===== src/rtl/regfile_wb_arbiter.sv =====
// Three-requester round-robin write-back arbiter in front of a register file.
// Produces one registered write per accepted request, with one-cycle latency.
module regfile_wb_arbiter #(
    parameter int DATA_W   = 21,
    parameter int ADDR_W   = 4,
    parameter int NUM_REGS = 16
) (
    input  logic                  clk,
    input  logic                  rst,
    input  logic [2:0]            req_valid,
    input  logic [3*ADDR_W-1:0]   req_reg,
    input  logic [3*DATA_W-1:0]   req_data,
    output logic [2:0]            req_ready,
    output logic                  RegWrite,
    output logic [ADDR_W-1:0]     write_reg,
    output logic [DATA_W-1:0]     write_data,
    output logic [NUM_REGS-1:0]   pending_mask,
    output logic [7:0]            grant_count
);

    // Handshake: requester i transfers in a cycle where req_valid[i] && req_ready[i];
    // it holds valid/reg/data stable until then, and req_ready never depends on
    // anything but the current requests, last_gnt and rst.

    logic [1:0]          last_gnt;
    logic [1:0]          cand0, cand1, cand2;
    logic [1:0]          gnt_idx;
    logic                gnt_any;
    logic                transfer;
    logic [ADDR_W-1:0]   sel_reg;
    logic [DATA_W-1:0]   sel_data;
    logic [NUM_REGS-1:0] pending_next;

    // Search order starts one past the last winner and ends on the last winner.
    always_comb begin
        case (last_gnt)
            2'd0: begin
                cand0 = 2'd1;
                cand1 = 2'd2;
                cand2 = 2'd0;
            end
            2'd1: begin
                cand0 = 2'd2;
                cand1 = 2'd0;
                cand2 = 2'd1;
            end
            default: begin
                cand0 = 2'd0;
                cand1 = 2'd1;
                cand2 = 2'd2;
            end
        endcase
    end

    always_comb begin
        gnt_any = 1'b0;
        gnt_idx = 2'd0;
        if (req_valid[cand0]) begin
            gnt_any = 1'b1;
            gnt_idx = cand0;
        end else if (req_valid[cand1]) begin
            gnt_any = 1'b1;
            gnt_idx = cand1;
        end else if (req_valid[cand2]) begin
            gnt_any = 1'b1;
            gnt_idx = cand2;
        end
    end

    always_comb begin
        req_ready = 3'b000;
        if (rst && gnt_any) begin
            req_ready[gnt_idx] = 1'b1;
        end
    end

    assign transfer = |req_ready;
    assign sel_reg  = req_reg[int'(gnt_idx)*ADDR_W +: ADDR_W];
    assign sel_data = req_data[int'(gnt_idx)*DATA_W +: DATA_W];

    always_comb begin
        pending_next = '0;
        for (int i = 0; i < 3; i++) begin
            if (req_valid[i] && !req_ready[i]) begin
                pending_next[req_reg[i*ADDR_W +: ADDR_W]] = 1'b1;
            end
        end
    end

    always_ff @(posedge clk or negedge rst) begin
        if (!rst) begin
            last_gnt     <= 2'd2;
            RegWrite     <= 1'b0;
            write_reg    <= '0;
            write_data   <= '0;
            pending_mask <= '0;
            grant_count  <= 8'd0;
        end else begin
            RegWrite     <= transfer;
            pending_mask <= pending_next;
            if (transfer) begin
                last_gnt    <= gnt_idx;
                write_reg   <= sel_reg;
                write_data  <= sel_data;
                grant_count <= grant_count + 8'd1;
            end
        end
    end

endmodule


===== config.mk =====
export PLATFORM = sky130hd
export DESIGN_NAME = regfile_wb_arbiter
export DESIGN_NICKNAME = d
export VERILOG_FILES = /design/src/rtl/regfile_wb_arbiter.sv
export SDC_FILE = /design/constraint.sdc
export NUM_CORES = 1
export LEC_CHECK = 0
export ABC_CLOCK_PERIOD_IN_PS = 3300
export BUFFER_PORTS_ARGS = -buffer_cell sky130_fd_sc_hd__buf_2
export CAP_MARGIN = 20
export CORE_MARGIN = 3
export CORE_UTILIZATION = 50
export DETAILED_ROUTE_END_ITERATION = 16
export MAX_ROUTING_LAYER = met4
export PLACE_DENSITY = 0.82
export SYNTH_ARGS = -nofsm -noshare
export SYNTH_HDL_FRONTEND = slang
export SYNTH_SLANG_ARGS = --single-unit

===== constraint.sdc =====
create_clock -name clk -period 3.3 [get_ports clk]
set_input_delay 0.66 -clock clk [delete_from_list [all_inputs] [get_ports clk]]
set_output_delay 0.66 -clock clk [all_outputs]
set_load 0.03 [all_outputs]

## Yosys cells after proc, flatten, opt, wreduce, memory -nomap -nowiden

Index checks and enable logic that the tools add are counted.

| storage, ports and cells | value |
|---|---|
| latch bits | 0 |
| RAM bits | 0 |
| flip-flop bits (word level) | 52 |
| input port bits | 80 |
| memory bits (read-only) | 0 |
| output and inout bits | 53 |
| memories kept | 0 |
| logic and storage cells | 64 |

| operators by class | value |
|---|---|
| $add $sub $neg | 1 |
| order comparisons | 11 |
| shifts and indexed selects | 2 |
| multiply operators | 1 |
| eq/ne operators | 1 |
| multiplexer cells | 27 |
| reductions and logical operators | 13 |
| divide/modulo/power cells | 0 |
| bitwise gates (word level) | 2 |

Operator list:

| cell | count |
|---|---|
| indexed part select 63 x 8 -> 21 bit | 1 |
| 2-to-1 mux 16 bit | 3 |
| OR 16 bit | 2 |
| less-than comparator 4 x 5 -> 1 bit (second input constant) | 3 |
| demux 1 bit (select 4 bit) | 3 |
| greater-or-equal comparator 4 x 1 -> 1 bit (second input constant) | 3 |
| less-than comparator 2 x 3 -> 1 bit (second input constant) | 4 |
| case mux 2 bit (2 select lines) | 3 |
| indexed part select 12 x 5 -> 4 bit | 1 |
| 2-to-1 mux 1 bit | 10 |
| adder 8 x 1 -> 8 bit (second input constant) | 1 |
| logical AND 1 bit | 8 |
| multiplier 2 x 5 -> 7 bit (second input constant) | 1 |
| binary-select mux 1 bit (select 2 bit) | 3 |
| 2-to-1 mux 2 bit | 3 |
| zero test 1 bit | 3 |
| 2-to-1 mux 3 bit | 1 |
| OR reduction 3 bit | 1 |
| demux 1 bit (select 2 bit) | 1 |
| equality test 2 x 1 -> 1 bit (second input constant) | 1 |
| greater-or-equal comparator 2 x 1 -> 1 bit (second input constant) | 1 |
| zero test 2 bit | 1 |

## Depth between registers and ports, before layout

Gate-level depths: netlist (run 1).

| logic depth | value |
|---|---|
| depth after elaboration | 19 |
| gate-level depth with buffers | 6 |
| gate-level depth less buffers | 4 |

## Worst setup path after synthesis (run 1)

No wires, ideal clock.

| timing | value |
|---|---|
| path type | input to output |
| from | input port req_valid[2] |
| to | output port req_ready[0] |
| required time | 2.640 ns |
| data arrival time | 1.593 ns |
| cell stages on the path | 4 |
| path slack | 1.047 ns |
| cells stage by stage | buf_2 -> o21ai_2 -> buf_2 -> and2_1 |

| on the way | value |
|---|---|
| cells in the longest elaborated chain, start to end | 10 |
| elaborated cells between the ends (all ways) | 19 |
| classes of those cells | 2 x order compare; 15 x mux; 2 x reduce/logical |

RTL lines:

| element | line | source |
|---|---|---|
| start, declared | 10 | `input logic [2:0] req_valid,` |
| binary-select mux 1 bit (select 2 bit) | 64 | `end else if (req_valid[cand2]) begin` |
| 2-to-1 mux 1 bit (implied by the code) | 64 |  |
| 2-to-1 mux 2 bit | 64 |  |
| 2-to-1 mux 2 bit | 61 | `end else if (req_valid[cand1]) begin` |
| 2-to-1 mux 2 bit | 58 | `if (req_valid[cand0]) begin` |
| less-than comparator 2 x 3 -> 1 bit (implied by the code) / greater-or-equal comparator 2 x 1 -> 1 bit (equally long branches) | 73 | `req_ready[gnt_idx] = 1'b1;` |
| logical AND 1 bit (implied by the code) | 73 |  |
| 2-to-1 mux 1 bit (implied by the code) | 73 |  |
| demux 1 bit (select 2 bit) | 73 |  |
| 2-to-1 mux 3 bit * | 72 | `if (rst && gnt_any) begin` |
| end, declared | 13 | `output logic [2:0] req_ready,` |

Every way passes the cells marked *; elsewhere a longest branch is shown, timed or not. The select of a mux whose other input is x is not followed.

## Final worst setup path (run 1)

| timing | value |
|---|---|
| from | input port req_valid[1] |
| to | output port req_ready[0] |

The elaborated chain is that of the path after synthesis.

==> results of run 1 <==
[critical path: stages]
cell and delay (ns):
buf_2 0.17, a21boi_1 0.16, o21ai_2 0.86, and2_1 0.23, buf_2 0.20
[kinds of logic after synthesis]
kind of cell / after synthesis / synth area share [%]
buffers and inverters: 22 / 3.84
xor gates and xnor gates: 7 / 2.27
AOI/OAI and AO/OA: 111 / 28.5
and+or+nand+nor: 94 / 16.7
adders and majority gates: 1 / 0.463
DFF: 52 / 48.2
[metal layers]
layer  global-route usage [%]  vias up  routed length [um]  share of wire, %
met1                     33.1     1346                3190                40
met4                     8.25        0                 138               1.7
met5                        -        -                   0                 0
met2                     41.0      155                4000                50
met3                     5.53       15                 733               9.1
li1                         -     1314                   -                 -
[worst max path at each step]
stage	start	to	slack [ns]	depth (start not counted)
floorplan	req_valid[2]	req_ready[0]	1.05	4
global placement	req_valid[1]	req_ready[0]	0.45	5
detailed placement	req_valid[1]	req_ready[0]	0.40	5
CTS	req_valid[1]	req_ready[0]	0.39	5
global route	req_valid[1]	req_ready[0]	0.27	5
finish	req_valid[1]	req_ready[0]	0.35	5
[area by class of cell]
type / instances / area (um^2) / share of cell area, %
Clock buffer: 5 / 68.8 / 1.95
Clock inverter: 3 / 42.5 / 1.20
Inverter: 7 / 26.3 / 0.743
Multi-Input combinational cell: 213 / 1300 / 36.9
Sequential cell: 52 / 1300 / 36.8
Tap cell: 70 / 87.6 / 2.48
Timing Repair Buffer: 138 / 706 / 20.0
[per-stage QoR]
stage | area [um^2] | util [%] | cells | hold slack (ns)
3_5_place_dp | 3430 | 66.2 | 480 | 0.480
4_1_cts | 3540 | 68.4 | 488 | 0.317
2_1_floorplan | 2700 | - | 287 | 0.364
5_1_grt | 3540 | 68.4 | 488 | 0.337
3_3_place_gp | 3430 | 66.2 | 480 | 0.457
6_report | 3540 | 68.4 | 488 | 0.308
[report_power, final]
group	switching [mW]	internal (mW)	total (mW)
combinational	0.476	0.234	0.710
sequential	0.0817	0.743	0.825
clock	0.213	0.225	0.437
total	0.770	1.20	1.97
[placed cells by master (no fill, tap or decap), types with 7 or more instances in the layout]
| cell type | n |
|---|---|
| o211ai_1 | 9 |
| a22oi_1 | 24 |
| nor2_1 | 32 |
| inv_1 | 7 |
| nand2b_1 | 7 |
| buf_2 | 132 |
| dfrtp_1 | 51 |
| nand3_1 | 18 |
| nand2_1 | 15 |
| o221ai_1 | 11 |
| nor2b_1 | 7 |
| a21oi_1 | 51 |
==> results.ini, run 1 <==
[layout]
synthToLayoutAreaGrowth_pct=30.9
diodes=0
largest_reg_flops=21
nets=498
num-fill-cells=449
top_register=write_data
drive_above_1_share_pct=37.6
reg_top3=write_data (21), pending_mask (16), grant_count (8)

[logic_synthesis]
syn_avg_cell_area_um2=9.41
synth.cells.most_frequent=a21oi_1, dfrtp_1, nor2_1
synth.top_cell.area_share_pct=47.2
synth_edf_count=0
syn_inst=287
ys_ff_latch=52
async_flop_share_pct=100
netlist_area_um2=2700
synthFlopType=dfrtp_1
synth_cell_type_count=37
synth_area_leader_cell=dfrtp_1
seq_area_frac_synth_pct=48.2
syn-num-nets=368
ys_warn_count=0
synthTopCellsByArea=dfrtp_1, a21oi_1, a22oi_1

[worst_setup_path]
crit_type=in -> out
r2r_setup_slack_ns=1.33
r2r_cells=4
critPathCaptureType=output port
worst_ep_required_time_ns=2.64
arrival_ns=2.29
r2r_end=write_data[15]
reg2reg_from=last_gnt[0]
worstSetupStartpointType=input pin
worstPathMaxFanout=26

[sta]
clock.fmax_mhz=339
fin_ws_ns=0.350
fin_crit_sh_pct=89.4
hold_viol=0
worstMarginPinSlew_ns=1.13
relSlewSlack_pct=24.8
slew_viol_final=0
setup_viol=0
rsz0062_at_grt=no
fin_crit_ns=2.95
final.setup.tns_ns=0
skew_ns=0.00474

[power_and_ir_drop]
ir_drop_v=0.000319
cellPowerDensity_nw_per_um2=557
p_leak_nw=1.73
finalPower_mw=1.97

[route]
drt_iter0_drc=310
wl_per_cell_um=16.5
vias_per_cell=5.80
dr.pass1.iters=5
route.detailed.drc=0
antenna_left=0
drt_wl_total_um=8060
num_vias=2830

[placed_design]
dp_hpwl_um=6010
port_buffers=132
preCtsSetupSlack_ns=0.402
gp_congestion=0.962

[clock_network]
post_cts_buffers=0
hold_buffers=0
cts_buffers=5
cts_tree=done
clock-root-buffer=clkbuf_8
clock-sinks=52
htreeDepth=2
cts_resized=0
cts_buffer_depth=2
clk_pin_slew_ns=0.10
clk_latency_ns=0.30

[grt]
grt_pass1_wl_um=12400
grt_max_degree=31
grt_use_total_pct=25.8
antenna_found_initial=0
grt_pass1_vias=2551
grt_remaining_overflow=0

[floorplan]
design.core.area_um2=5170
fp.dieArea_um2=6320
die_w_um=79.5
core.rowCount=26
start_util_pct=52.2
io_pins=133
die_h_um=79.5

[worst_hold_path]
hold_path.class=in -> async

[run_status]
status=complete, no violations

[flow_run]
max-cap-violations=0

(Power assumes the default switching activity.)
==> run 2: changes to the inputs <==
- ABC_AREA: not set -> 1
- CORE_UTILIZATION: 50 -> 53
==> run 2 against run 1 <==
Flip-flop and latch count unchanged. Area after synthesis increased by 25%. Core utilization decreased by 0.71 points. Setup slack improved by 0.12 ns. Largest power group is now combinational logic. Register-to-register slack about the same. First-iteration DRC count increased by 3.5%. Critical endpoint unchanged. Clock skew increased by 0.0014 ns.
==> results.ini, run 2 <==
[run_status]
status=complete, no violations  ; unchanged

[worst_setup_path]
arrival_ns=2.17  ; was 2.29 ns
critPathCaptureType=output port  ; unchanged
reg2reg_from=last_gnt[1]  ; was last_gnt[0]
worstPathMaxFanout=27  ; was 26
r2r_end=grant_count[3]  ; was write_data[15]
r2r_setup_slack_ns=1.34  ; was 1.33 ns
crit_type=in -> out  ; unchanged
worst_ep_required_time_ns=2.64  ; about the same
worstSetupStartpointType=input pin  ; unchanged
r2r_cells=8  ; was 4

[logic_synthesis]
ys_warn_count=0  ; unchanged
synthTopCellsByArea=dfrtp_1, nand2_1, nand4_1  ; was dfrtp_1, a21oi_1, a22oi_1
ys_ff_latch=52  ; unchanged
syn_inst=451  ; was 287
yosysMostFrequentCell=nand2_1
synth_cell_type_count=30  ; was 37
synthFlopType=dfrtp_1  ; unchanged
syn_avg_cell_area_um2=7.51  ; was 9.41 um^2
synth.cells.most_frequent=nand2_1, dfrtp_1, nor2_1  ; was a21oi_1, dfrtp_1, nor2_1
synth_area_leader_cell=dfrtp_1  ; unchanged
netlist_area_um2=3390  ; was 2700 um^2
synth.top_cell.area_share_pct=37.7  ; was 47.2%
synth_edf_count=0  ; unchanged
async_flop_share_pct=100  ; unchanged
seq_area_frac_synth_pct=38.4  ; was 48.2%
syn-num-nets=532  ; was 368

[grt]
antenna_found_initial=0  ; unchanged
grt_pass1_wl_um=16100  ; was 12400 um
grt_pass1_vias=3407  ; was 2551
grt_max_degree=35  ; was 31
grt_use_total_pct=27.8  ; was 25.8%
grt_remaining_overflow=0  ; unchanged

[layout]
multiInputGateArea_um2=1770  ; was 1300 um^2
reg_top3=write_data (21), pending_mask (16), grant_count (8)  ; unchanged
diodes=0  ; unchanged
nets=656  ; was 498
seq_area_um2=1300  ; unchanged
layout_commonest_cell=nand2_1  ; was buf_2
top_register=write_data  ; unchanged
largest_reg_flops=21  ; unchanged
final_area_um2=4100  ; was 3540 um^2
synthToLayoutAreaGrowth_pct=21.0  ; was 30.9%
num-fill-cells=553  ; was 449
layout_common_cells=nand2_1, buf_2, dfrtp_1, nor2_1, a21oi_1  ; was buf_2, dfrtp_1, a21oi_1, nor2_1, a22oi_1
drive_above_1_share_pct=32.3  ; was 37.6%

[route]
route.detailed.drc=0  ; unchanged
num_vias=3519  ; was 2830
wl_per_cell_um=14.8  ; was 16.5 um
antenna_left=0  ; unchanged
drt_wl_total_um=9610  ; was 8060 um
dr.pass1.iters=6  ; was 5
drt_iter0_drc=321  ; was 310
vias_per_cell=5.41  ; was 5.80

[placed_design]
port_buffers=132  ; unchanged
gp_congestion=0.966  ; was 0.962
placed_area_um2=4010  ; was 3430 um^2
dp_hpwl_um=7250  ; was 6010 um

[sta]
final.setup.tns_ns=0  ; unchanged
relSlewSlack_pct=71.6  ; was 24.8%
skew_ns=0.00614  ; was 0.00474 ns
hold_viol=0  ; unchanged
setup_viol=0  ; unchanged
fin_crit_sh_pct=85.8  ; was 89.4%
clock.fmax_mhz=353  ; was 339 MHz
worstMarginPinSlew_ns=0.426  ; was 1.13 ns
whs_ns=0.192  ; was 0.308 ns
slew_viol_final=0  ; unchanged
fin_crit_ns=2.83  ; was 2.95 ns
rsz0062_at_grt=no  ; unchanged

[floorplan]
start_util_pct=55.9  ; was 52.2%
core.rowCount=28  ; was 26
io_pins=133  ; unchanged
die_h_um=86.0  ; was 79.5 um
fp.dieArea_um2=7390  ; was 6320 um^2
die_w_um=86.0  ; was 79.5 um
design.core.area_um2=6060  ; was 5170 um^2

[power_and_ir_drop]
cellPowerDensity_nw_per_um2=797  ; was 557 nW/um^2
ir_drop_v=0.000451  ; was 0.000319 V
finalPower_mw=3.27  ; was 1.97 mW
p_leak_nw=2.32  ; was 1.73 nW

[clock_network]
htreeDepth=2  ; unchanged
cts_resized=0  ; unchanged
clk_pin_slew_ns=0.10  ; about the same
clock-root-buffer=clkbuf_8  ; unchanged
cts_buffers=5  ; unchanged
hold_buffers=0  ; unchanged
clock-sinks=52  ; unchanged
post_cts_buffers=0  ; unchanged
cts_buffer_depth=2  ; unchanged
cts_tree=done  ; unchanged
clk_latency_ns=0.30  ; about the same

[worst_hold_path]
hold_path.class=in -> async  ; unchanged

[flow_run]
max-cap-violations=0  ; unchanged

[run 2: where the power goes]
part | switching, mW | internal, mW | leakage, nW
clock | 0.216 | 0.151 | 0.0414
sequential | 0.156 | 0.860 | 0.644
combinational | 1.34 | 0.547 | 1.63
total | 1.71 | 1.56 | 2.32
[run 2: stage by stage]
step                setup WS, ns  utilization (%)  instances
finish                     0.469             67.7        651
global route               0.347             67.7        651
CTS                        0.478             67.7        651
detailed placement         0.485             66.2        643
global placement           0.534             66.2        643
floorplan                  0.867                -        451
[run 2: cell type report]
cell class | count | area share [%]
sequential | 52 | 31.8
clock buffer | 6 | 1.77
inverter | 30 | 2.87
multi-input combinational | 345 | 43.2
timing repair buffer | 141 | 17.8
clock inverter | 2 | 0.397
tap | 75 | 2.29
[run 2: how the worst max path moves through the flow]
stage,startpoint,end,slack [ns]
after floorplan,req_valid[0],req_ready[0],0.87
after global placement,req_valid[2],req_ready[0],0.53
after detailed placement,req_valid[2],req_ready[0],0.49
after CTS,req_valid[2],req_ready[0],0.48
after global routing,req_valid[2],req_ready[0],0.35
final,req_valid[2],req_ready[0],0.47
[run 2: metal layers]
| layer | track usage (%) | routed length [um] |
|---|---|---|
| met5 | - | 0 |
| met4 | 11.2 | 242 |
| met3 | 3.65 | 718 |
| met2 | 43.0 | 4520 |
| met1 | 37.0 | 4140 |
[run 2: worst max-delay path, cell delays in order]
cell and delay, ns:
buf_2 0.34, nand3_4 0.19, nand2_4 0.13, nor2_8 0.04, nand3_4 0.08, nand2_8 0.15
nor2_4 0.18, nand2_8 0.13, inv_1 0.07, buf_2 0.19
[run 2: kinds of logic (layout without fill, tap and decap cells)]
family                     after synthesis  count (layout)  share of synthesized area, %
xor gates and xnor gates                 6               6                          1.55
buffers and inverters                   54             179                          9.31
AOI/OAI and AO/OA                       45              45                          6.65
DFF                                     52              52                          38.4
adders and majority gates                1               1                         0.369
and+or+nand+nor                        293             293                          43.7
==> run 3: changes to the inputs <==
- ABC_CLOCK_PERIOD_IN_PS: 3300 -> 2900
- CORE_UTILIZATION: 53 -> 49
- PLACE_DENSITY: 0.82 -> 0.76
- clock period: 3.3 -> 2.9 ns (I/O delays scaled with it)
==> run 3 against run 2 <==
Non-clock buffer count fell by 2. Design area shrank 0.21%. Flip-flop and latch count unchanged. Sequential power is 14% higher. First-iteration DRC count shrank 26%. Sequential share of layout area increased by 0.068 points. Clock skew shrank 0.0044 ns. Register-to-register slack worse by 0.48 ns. Via count down 1.7%.
==> results.ini, run 3 (synthesis results as in run 2) <==
[run_status]
status=complete, no violations  ; unchanged

[floorplan]
fp.dieArea_um2=7950  ; was 7390 um^2
io_pins=133  ; unchanged
design.core.area_um2=6530  ; was 6060 um^2
start_util_pct=51.9  ; was 55.9%
core.rowCount=29  ; was 28
die_w_um=89.2  ; was 86.0 um
die_h_um=89.2  ; was 86.0 um

[placed_design]
dp_hpwl_um=7100  ; was 7250 um
gp_congestion=0.909  ; was 0.966
port_buffers=132  ; unchanged

[worst_setup_path]
reg2reg_from=last_gnt[1]  ; unchanged
r2r_setup_slack_ns=0.86  ; was 1.34 ns
crit_type=in -> out  ; unchanged
worstSetupStartpointType=input pin  ; unchanged
critPathCaptureType=output port  ; unchanged
r2r_end=write_reg[1]  ; was grant_count[3]
worstPathMaxFanout=18  ; was 27
worst_ep_required_time_ns=2.32  ; was 2.64 ns
r2r_cells=12  ; was 8
arrival_ns=1.96  ; was 2.17 ns

[clock_network]
hold_buffers=0  ; unchanged
clk_pin_slew_ns=0.09  ; was 0.10 ns
clock-sinks=52  ; unchanged
cts_buffers=5  ; unchanged
cts_resized=0  ; unchanged
post_cts_buffers=0  ; unchanged
clk_latency_ns=0.30  ; about the same
htreeDepth=2  ; unchanged
cts_tree=done  ; unchanged
clock-root-buffer=clkbuf_8  ; unchanged
cts_buffer_depth=2  ; unchanged

[sta]
fin_crit_sh_pct=87.6
fin_crit_ns=2.54
worstMarginPinSlew_ns=0.616  ; was 0.426 ns
rsz0062_at_grt=no  ; unchanged
setup_viol=0  ; unchanged
skew_ns=0.00172  ; was 0.00614 ns
relSlewSlack_pct=58.9  ; was 71.6%
whs_ns=0.146  ; was 0.192 ns
final.setup.tns_ns=0  ; unchanged
slew_viol_final=0  ; unchanged
clock.fmax_mhz=394
hold_viol=0  ; unchanged

[route]
num_vias=3458  ; was 3519
vias_per_cell=5.31  ; was 5.41
dr.pass1.iters=4  ; was 6
route.detailed.drc=0  ; unchanged
drt_iter0_drc=237  ; was 321
drt_wl_total_um=9380  ; was 9610 um
wl_per_cell_um=14.4  ; was 14.8 um
antenna_left=0  ; unchanged

[grt]
grt_pass1_vias=3076  ; was 3407
grt_remaining_overflow=0  ; unchanged
grt_max_degree=50  ; was 35
antenna_found_initial=0  ; unchanged
grt_pass1_wl_um=14700  ; was 16100 um
grt_use_total_pct=24.5  ; was 27.8%

[layout]
synthToLayoutAreaGrowth_pct=20.8  ; was 21.0%
top_register=write_data  ; unchanged
reg_top3=write_data (21), pending_mask (16), grant_count (8)  ; unchanged
layout_commonest_cell=nand2_1  ; unchanged
largest_reg_flops=21  ; unchanged
layout_common_cells=nand2_1, buf_2, dfrtp_1, nor2_1, a21oi_1  ; unchanged
drive_above_1_share_pct=32.2  ; was 32.3%
diodes=0  ; unchanged
nets=654  ; was 656
num-fill-cells=616  ; was 553

[worst_hold_path]
hold_path.class=in -> async  ; unchanged

[flow_run]
max-cap-violations=0  ; unchanged

[power_and_ir_drop]
cellPowerDensity_nw_per_um2=909  ; was 797 nW/um^2
p_leak_nw=2.32  ; about the same
ir_drop_v=0.000548  ; was 0.000451 V

==> run 3: cell count changes in the layout (fill, tap and decap cells not counted), sizes merged <==
cell	before	now
buf	141	139
clkinv	1	2
clkinvlp	1	0
==> run 3: final cells by class <==
cell class | count | area, um^2 | area share [%]
well taps | 77 | 96.3 | 2.35
repair buffers | 139 | 713 | 17.4
clock buffers | 6 | 82.6 | 2.02
multi-input cells | 345 | 1770 | 43.3
clock inverters | 2 | 10.0 | 0.245
flip-flops and latches | 52 | 1300 | 31.8
inverters | 30 | 118 | 2.87
==> run 3: worst max-delay path, stage by stage <==
cell and delay, ns:
buf_2 0.33, nand2_1 0.18, nand2_4 0.13, nor2_8 0.04
nand3_4 0.08, nand2_8 0.07, nor2_4 0.13, nand2_8 0.13
inv_1 0.08, buf_2 0.19
==> run 3: worst max-delay path by stage <==
stage | slack, ns | from | end | cells after the start
after floorplan | 0.63 | req_valid[0] | req_ready[0] | 10
after global placement | 0.40 | req_valid[2] | req_ready[0] | 10
after detailed placement | 0.35 | req_valid[0] | req_ready[0] | 10
after CTS | 0.35 | req_valid[0] | req_ready[0] | 10
after global routing | 0.22 | last_gnt[1] | req_ready[2] | 9
final | 0.36 | req_valid[0] | req_ready[0] | 10
==> run 3: power by group <==
| part | internal (mW) | switching, mW | leakage (nW) |
|---|---|---|---|
| Sequential | 0.978 | 0.178 | 0.644 |
| Clock | 0.191 | 0.234 | 0.0510 |
| Combinational | 0.627 | 1.51 | 1.62 |
| Total | 1.80 | 1.93 | 2.32 |
==> run 3: metrics by stage <==
step                total power, mW  instance area, um^2  worst slack (ns)  utilization (%)  std cells
global route                   4.01                 4090             0.219             62.7        651
floorplan                      2.81                 3390             0.627                -        451
global placement               3.27                 4000             0.403             61.2        643
detailed placement             3.31                 4000             0.355             61.2        643
CTS                            3.75                 4090             0.349             62.7        651
finish                         3.72                 4090             0.359             62.7        651
==> run 3: layer usage <==
layer	part of all wire [%]	GRT usage (%)	vias to the layer above
met5	0	-	-
met4	1.4	5.68	0
met3	5.6	3.87	12
met2	48	38.9	137
met1	45	33.0	1597
li1	-	-	1712
